**src/rtl/dmem_trace_fifo.sv**
```systemverilog
// Trace FIFO for core data-memory accesses with a first-word-fall-through drain port,
// sticky overflow flag and saturating drop counter. Optional TRACE_TIMESTAMP_EN adds a cycle stamp per record.
module dmem_trace_fifo #(
   parameter int DATA_WIDTH = 32,
   parameter int DEPTH      = 16,
   parameter int DROP_W     = 16
) (
   input  logic                          CLK,
   input  logic                          RESET,
   input  logic                          d_req,
   input  logic                          d_rw,
   input  logic [DATA_WIDTH-1:0]         daddr,
   input  logic [DATA_WIDTH-1:0]         ddata_w,
   input  logic [DATA_WIDTH-1:0]         ddata_r,
   input  logic [DATA_WIDTH-1:0]         iaddr,
   input  logic                          clr,
   output logic                          out_valid,
   input  logic                          out_ready,
   output logic [DATA_WIDTH-1:0]         out_pc,
   output logic [DATA_WIDTH-1:0]         out_addr,
   output logic [DATA_WIDTH-1:0]         out_data,
   output logic                          out_rw,
   output logic                          out_misalign,
`ifdef TRACE_TIMESTAMP_EN
   output logic [31:0]                   out_ts,
`endif
   output logic [$clog2(DEPTH):0]        level,
   output logic                          full,
   output logic                          empty,
   output logic                          overflow,
   output logic [DROP_W-1:0]             drop_cnt
);

   localparam int AW = $clog2(DEPTH);
   localparam int LW = AW + 1;

   typedef struct packed {
`ifdef TRACE_TIMESTAMP_EN
      logic [31:0]           ts;
`endif
      logic [DATA_WIDTH-1:0] pc;
      logic [DATA_WIDTH-1:0] addr;
      logic [DATA_WIDTH-1:0] data;
      logic                  rw;
   } rec_t;

   rec_t          mem [DEPTH];
   rec_t          wr_rec;
   rec_t          head;
   logic [AW-1:0] rd_ptr;
   logic [AW-1:0] wr_ptr;
   logic [LW-1:0] level_nxt;
   logic          do_push;
   logic          do_pop;
   logic          do_drop;

   // Handshake: a record leaves the head at an edge where out_valid && out_ready are both high;
   // out_valid never drops and head data never changes until that happens.
   assign out_valid = !empty;
   assign do_pop    = out_valid && out_ready;
   assign do_push   = !RESET && d_req && (!full || do_pop);
   assign do_drop   = !RESET && d_req && full && !do_pop;
   assign level_nxt = level + LW'(do_push) - LW'(do_pop);

`ifdef TRACE_TIMESTAMP_EN
   logic [31:0] ts_cnt;

   always_ff @(posedge CLK) begin
      if (RESET) ts_cnt <= '0;
      else       ts_cnt <= ts_cnt + 32'd1;
   end
`endif

   always_comb begin
      wr_rec      = '0;
`ifdef TRACE_TIMESTAMP_EN
      wr_rec.ts   = ts_cnt;
`endif
      wr_rec.pc   = iaddr;
      wr_rec.addr = daddr;
      wr_rec.data = d_rw ? ddata_w : ddata_r;
      wr_rec.rw   = d_rw;
   end

   // Storage carries no reset; the empty mask below keeps stale contents invisible.
   always_ff @(posedge CLK) begin
      if (do_push) mem[wr_ptr] <= wr_rec;
   end

   always_ff @(posedge CLK) begin
      if (RESET) begin
         rd_ptr <= '0;
         wr_ptr <= '0;
         level  <= '0;
         full   <= 1'b0;
         empty  <= 1'b1;
      end else begin
         if (do_push) wr_ptr <= wr_ptr + AW'(1);
         if (do_pop)  rd_ptr <= rd_ptr + AW'(1);
         level <= level_nxt;
         full  <= (level_nxt == LW'(DEPTH));
         empty <= (level_nxt == '0);
      end
   end

   // A drop in the same cycle as clr is counted as the first drop after the clear.
   always_ff @(posedge CLK) begin
      if (RESET) begin
         overflow <= 1'b0;
         drop_cnt <= '0;
      end else if (do_drop) begin
         overflow <= 1'b1;
         if (clr)              drop_cnt <= DROP_W'(1);
         else if (~&drop_cnt)  drop_cnt <= drop_cnt + DROP_W'(1);
      end else if (clr) begin
         overflow <= 1'b0;
         drop_cnt <= '0;
      end
   end

   assign head = mem[rd_ptr];

   always_comb begin
      out_pc       = '0;
      out_addr     = '0;
      out_data     = '0;
      out_rw       = 1'b0;
      out_misalign = 1'b0;
`ifdef TRACE_TIMESTAMP_EN
      out_ts       = '0;
`endif
      if (!empty) begin
         out_pc       = head.pc;
         out_addr     = head.addr;
         out_data     = head.data;
         out_rw       = head.rw;
         out_misalign = (head.addr[1:0] != 2'b00);
`ifdef TRACE_TIMESTAMP_EN
         out_ts       = head.ts;
`endif
      end
   end

endmodule

```
**config.mk**
```make
export PLATFORM = sky130hd
export DESIGN_NAME = dmem_trace_fifo
export DESIGN_NICKNAME = d
export VERILOG_FILES = /design/src/rtl/dmem_trace_fifo.sv
export SDC_FILE = /design/constraint.sdc
export NUM_CORES = 1
export LEC_CHECK = 0
export BUFFER_PORTS_ARGS = -buffer_cell sky130_fd_sc_hd__buf_2
export CORE_UTILIZATION = 30
export DETAILED_ROUTE_END_ITERATION = 8
export GPL_TIMING_DRIVEN = 0
export SETUP_SLACK_MARGIN = 0.3
export SLEW_MARGIN = 0
export SYNTH_ARGS = -nofsm -noshare
export SYNTH_HDL_FRONTEND = slang
export SYNTH_SLANG_ARGS = --single-unit
```
**constraint.sdc**
```tcl
create_clock -name CLK -period 6.2 [get_ports CLK]
set_input_delay 0.31 -clock CLK [delete_from_list [all_inputs] [get_ports CLK]]
set_output_delay 0.31 -clock CLK [all_outputs]
set_load 0.03 [all_outputs]
```
Word-level counts from Yosys, hierarchy flattened
Memories as Yosys holds them, arrays and structs flattened. A register that Yosys moved wholly into a read port is not among the register bits. Index checks and enable logic that the tools add are counted.

RAM bits: 1552. Word-level logic and storage cells: 46. Bits in registers: 32. Memories kept: 1. Bits of input ports: 134. Output and inout port bits: 123.

Memories: mem (words 16, bits a word 97, read ports 1, clocked after Yosys merged registers in 1, wr ports 1, line 47) `rec_t mem [DEPTH];`.

Equal/unequal tests: 2. Reduce and logical (&&, ||, !) cells: 15. Mux-type cells: 16. Add/sub/neg operators: 5.

Operators by type and width (count): two-way mux 32 bit (4); two-way mux 16 bit (4); adder 16 x 1 -> 16 bit (second input constant) (1); AND reduction 16 bit (1); adder 4 x 1 -> 4 bit (second input constant) (2); two-way mux 4 bit (2); two-way mux 1 bit (6); adder 5 x 1 -> 5 bit (1); equality test 5 bit (second input constant) (1); logical AND 1 bit (5); zero test 5 bit (1); subtractor 5 x 1 -> 5 bit (1); zero test 1 bit (4); nonzero test 2 bit (2); != test 2 bit (second input constant) (1); AND reduction 2 bit (1); logical OR 1 bit (1).

Logic depth before layout (Yosys ltp)
Depth after elaboration: 7. Depth in mapped cells: 13.

Least setup slack after synthesis
No wires, ideal clock.

Kind: register to register. Start: register empty. End: memory mem[4][0] in the netlist's numbering (enable). Library setup time: 467 ps. Path slack: 2095 ps. Required time: 5733 ps. Cell stages (with the launch flop): 7. Arrival time: 3638 ps. Period minus slack after synthesis: 4105 ps. Cell sequence: dfxtp_1 -> nand2b_1 -> a21oi_1 -> clkbuf_1 -> nand2_1 -> nor2_1 -> and2_1.

Cells in the longest elaborated chain, start to end: 6.

Ends and longest elaborated chain: start, declared (line 29) `output logic empty,`; start signal, assigned (line 102) `empty <= (level_nxt == '0);`; zero test 1 bit; logical AND 1 bit (line 60) `assign do_pop = out_valid && out_ready;`; logical OR 1 bit (line 61) `assign do_push = !RESET && d_req && (!full || do_pop);`; logical AND 1 bit (line 61); two-way mux 1 bit (line 87) `if (do_push) mem[wr_ptr] <= wr_rec;`; two-way mux 1 bit (implied by the code) (line 87); end, declared (line 47).

Every way passes these cells.

==> metrics.txt <==
gr ovfl total=0; Worst Path Required=5.89 ns; post-synth top area share=roughly 77%; NumNets Final=~3.3k; Sink Count=1588; EDFF count, synth=between 1.5k and 2k; mapped cell area=approximately 61000 um^2; Iter 0 DRT Violations=~2.5k; Die X=between 400 and 500 um; Root Driver=clkbuf_16; Final WS setup=between 1 and 1.5 ns; count leader, synth=edfxtp_1; Max Slew Vio Count=0; hpwl dp=approximately 95000 um; Pre-Repair DR Iteration Count=5; Async SR Flop Fraction=0%; Final Wtd Congestion=between 0.7 and 0.8; Final Cycle Share=between 70% and 80%; Initial Util=between 30% and 40%; CTS tree=done; Final Util=between 30% and 40%; DIE AREA=205000 um^2; worst-path maximum fanout=10; Critical Path Sink Type=primary output; largest area contributor in the netlist=edfxtp_1; WL final=152000 um; Max transition margin=roughly 10%; Seq/Total Area, Yosys=77.8%; post-synthesis register bit count=approximately 1.6k; H-tree Lvls=4; Unique masters post-synth=between 50 and 60; max-cap check violation count=0; port bufs=about 260; f_max=203 MHz; Worst Path Arrival=between 4 and 5 ns; share of cells above drive strength 1=31.9%; VDD IR-drop max=0.000272 V; hold crit path type=in -> reg; Power, Total=24.9 mW; initial antenna violation count=14; most frequent cells after synthesis=1552 x edfxtp_1, 386 x mux4_2, 196 x mux2i_1, 95 x o22ai_1, 75 x buf_2; top_reg_cell synth=edfxtp_1; Setup Buffers After CTS=0; CP Launch Type=flip-flop; design area=slightly above 70000 um^2; kind of critical path=reg -> out; cell area after placement=between 60000 and 70000 um^2; clock transition at the registers of the reported paths=around 0.07 ns; final setup TNS=0 ns; syn_area_per_cell=23.2 um^2; Yosys Warn Count=0; GRT Total Usage=between 10% and 20%; chip height=452 um; status=finished, final reports clean; WL per Instance=25.6 um; Worst-Margin Slew=approximately 1.3 ns; Bufs on Longest Clock Path=3; via/cell ratio=between 4 and 5; cells after synthesis=about 2.6k; crit path time final=roughly 5 ns; pre-CTS WS=1.98 ns; syn_nets=around 2.8k; vias in the first global route=between 30k and 40k; # rows=164; Area Growth Syn to Fin=18.1%; Hold Vio Cnt, Final=0; Power Dens Cells=346 nW/um^2; leakage=approximately 22 nW; DR DRC count=0; largest net degree at the start of global routing=46; Boundary Pins=~260; unrepaired setup endpoints after global routing=false; global-route wire length before repair=approximately 220000 um; Worst-Skew Late Latency=around 0.8 ns; Synth area leaders=edfxtp_1 77%, mux4_2 14%, mux2i_1 3.2%, dfxtp_1 1.2%, o22ai_1 0.98%; CORE AREA=~200000 um^2; fill cell count=roughly 18k; via count=28.6k; final-report setup violation count=0; CTS Buf Count=150; Detail Route Antenna Nets=0; final setup skew=0.0269 ns
[report_power, final]
part	leakage, nW	internal [mW]	switching (mW)	total, mW
Combinational	5.37	1.43	2.29	3.72
Clock	2.36	5.13	4.01	9.14
Sequential	14.3	12.0	0.0561	12.0
Total	22.0	18.5	6.36	24.9
[repair_timing]
action                     4_1_cts  5_1_grt
setup endpoints to repair        0        0
hold endpoints to repair      1044        0
hold buffers                    67        0
resized for setup                0        0
[cell type report]
type | instances | area [um^2] | share of cell area (%)
clock buffer | 183 | 3960 | 5.51
tap | 2656 | 3320 | 4.62
inverter | 12 | 45.0 | 0.0627
buffer | 140 | 673 | 0.937
timing repair buffer | 354 | 2780 | 3.87
sequential | 1588 | 47300 | 65.8
clock inverter | 85 | 896 | 1.25
multi-input combinational | 886 | 12800 | 17.9
antenna | 15 | 37.5 | 0.0522
[kinds of logic after synthesis]
family / count (synthesis) / synth area share, %
multiplexers: 615 / 18.1
XOR/XNOR: 15 / 0.216
flip-flops: 1588 / 77.8
AO/OA/AOI/OAI: 130 / 1.35
buffers and inverters: 152 / 1.18
adder cells (fa/ha/maj): 12 / 0.259
AND/OR/NAND/NOR: 114 / 1.07
[metrics by stage]
step / hold slack (ns) / instances
floorplan: 0.409 / 2626
global placement: 0.435 / 5537
detailed placement: 0.437 / 5569
CTS: 0.0140 / 5904
global route: 0.0533 / 5909
finish: 0.0744 / 5919
[cell usage in the layout, fill, tap and decap left out, types with 32 or more instances in the layout]
cell type / n
mux4_2: 386
mux2_2: 32
clkbuf_16: 152
clkbuf_1: 62
o22ai_1: 95
buf_2: 330
edfxtp_1: 1552
dfxtp_1: 36
dlygate4sd3_1: 67
mux2i_1: 196
[registers in the layout, indices dropped and copies added, names as in the netlist, named ones only]
name / flops
rd_ptr: 4
empty: 1
level: 5
overflow: 1
mem: 1552
full: 1
wr_ptr: 4
drop_cnt: 16
[worst max-delay path, cell delays in order, from the launching register on]
cell and delay (ns):
dfxtp_1 0.31, clkbuf_1 0.52, or2_2 0.22, clkbuf_1 0.47, clkbuf_1 0.97, clkbuf_1 0.67, o22ai_1 0.35, buf_2 0.29
[routing by layer]
| layer | track usage [%] | part of all wire [%] | up-vias | wire length (um) |
|---|---|---|---|---|
| met4 | 5.75 | 3.4 | 2 | 5090 |
| met1 | 18.7 | 41 | 15300 | 62300 |
| met2 | 25.3 | 51 | 803 | 77300 |
| met3 | 2.54 | 4.5 | 213 | 6890 |
| met5 | 0 | 0.0073 | - | 11 |
| li1 | - | - | 12200 | - |
[worst paths after layout]
check	startpoint	end	slack (ns)	cells after the start
worst max-delay path	flip-flop	out_data[20]	1.27	7
worst min-delay path	clr	drop_cnt[0]	0.07	3
worst max register to register	empty	mem[10][42]	2.86	7
worst min register to register	overflow	overflow	0.45	2
Power figures use the tool's default switching activity.
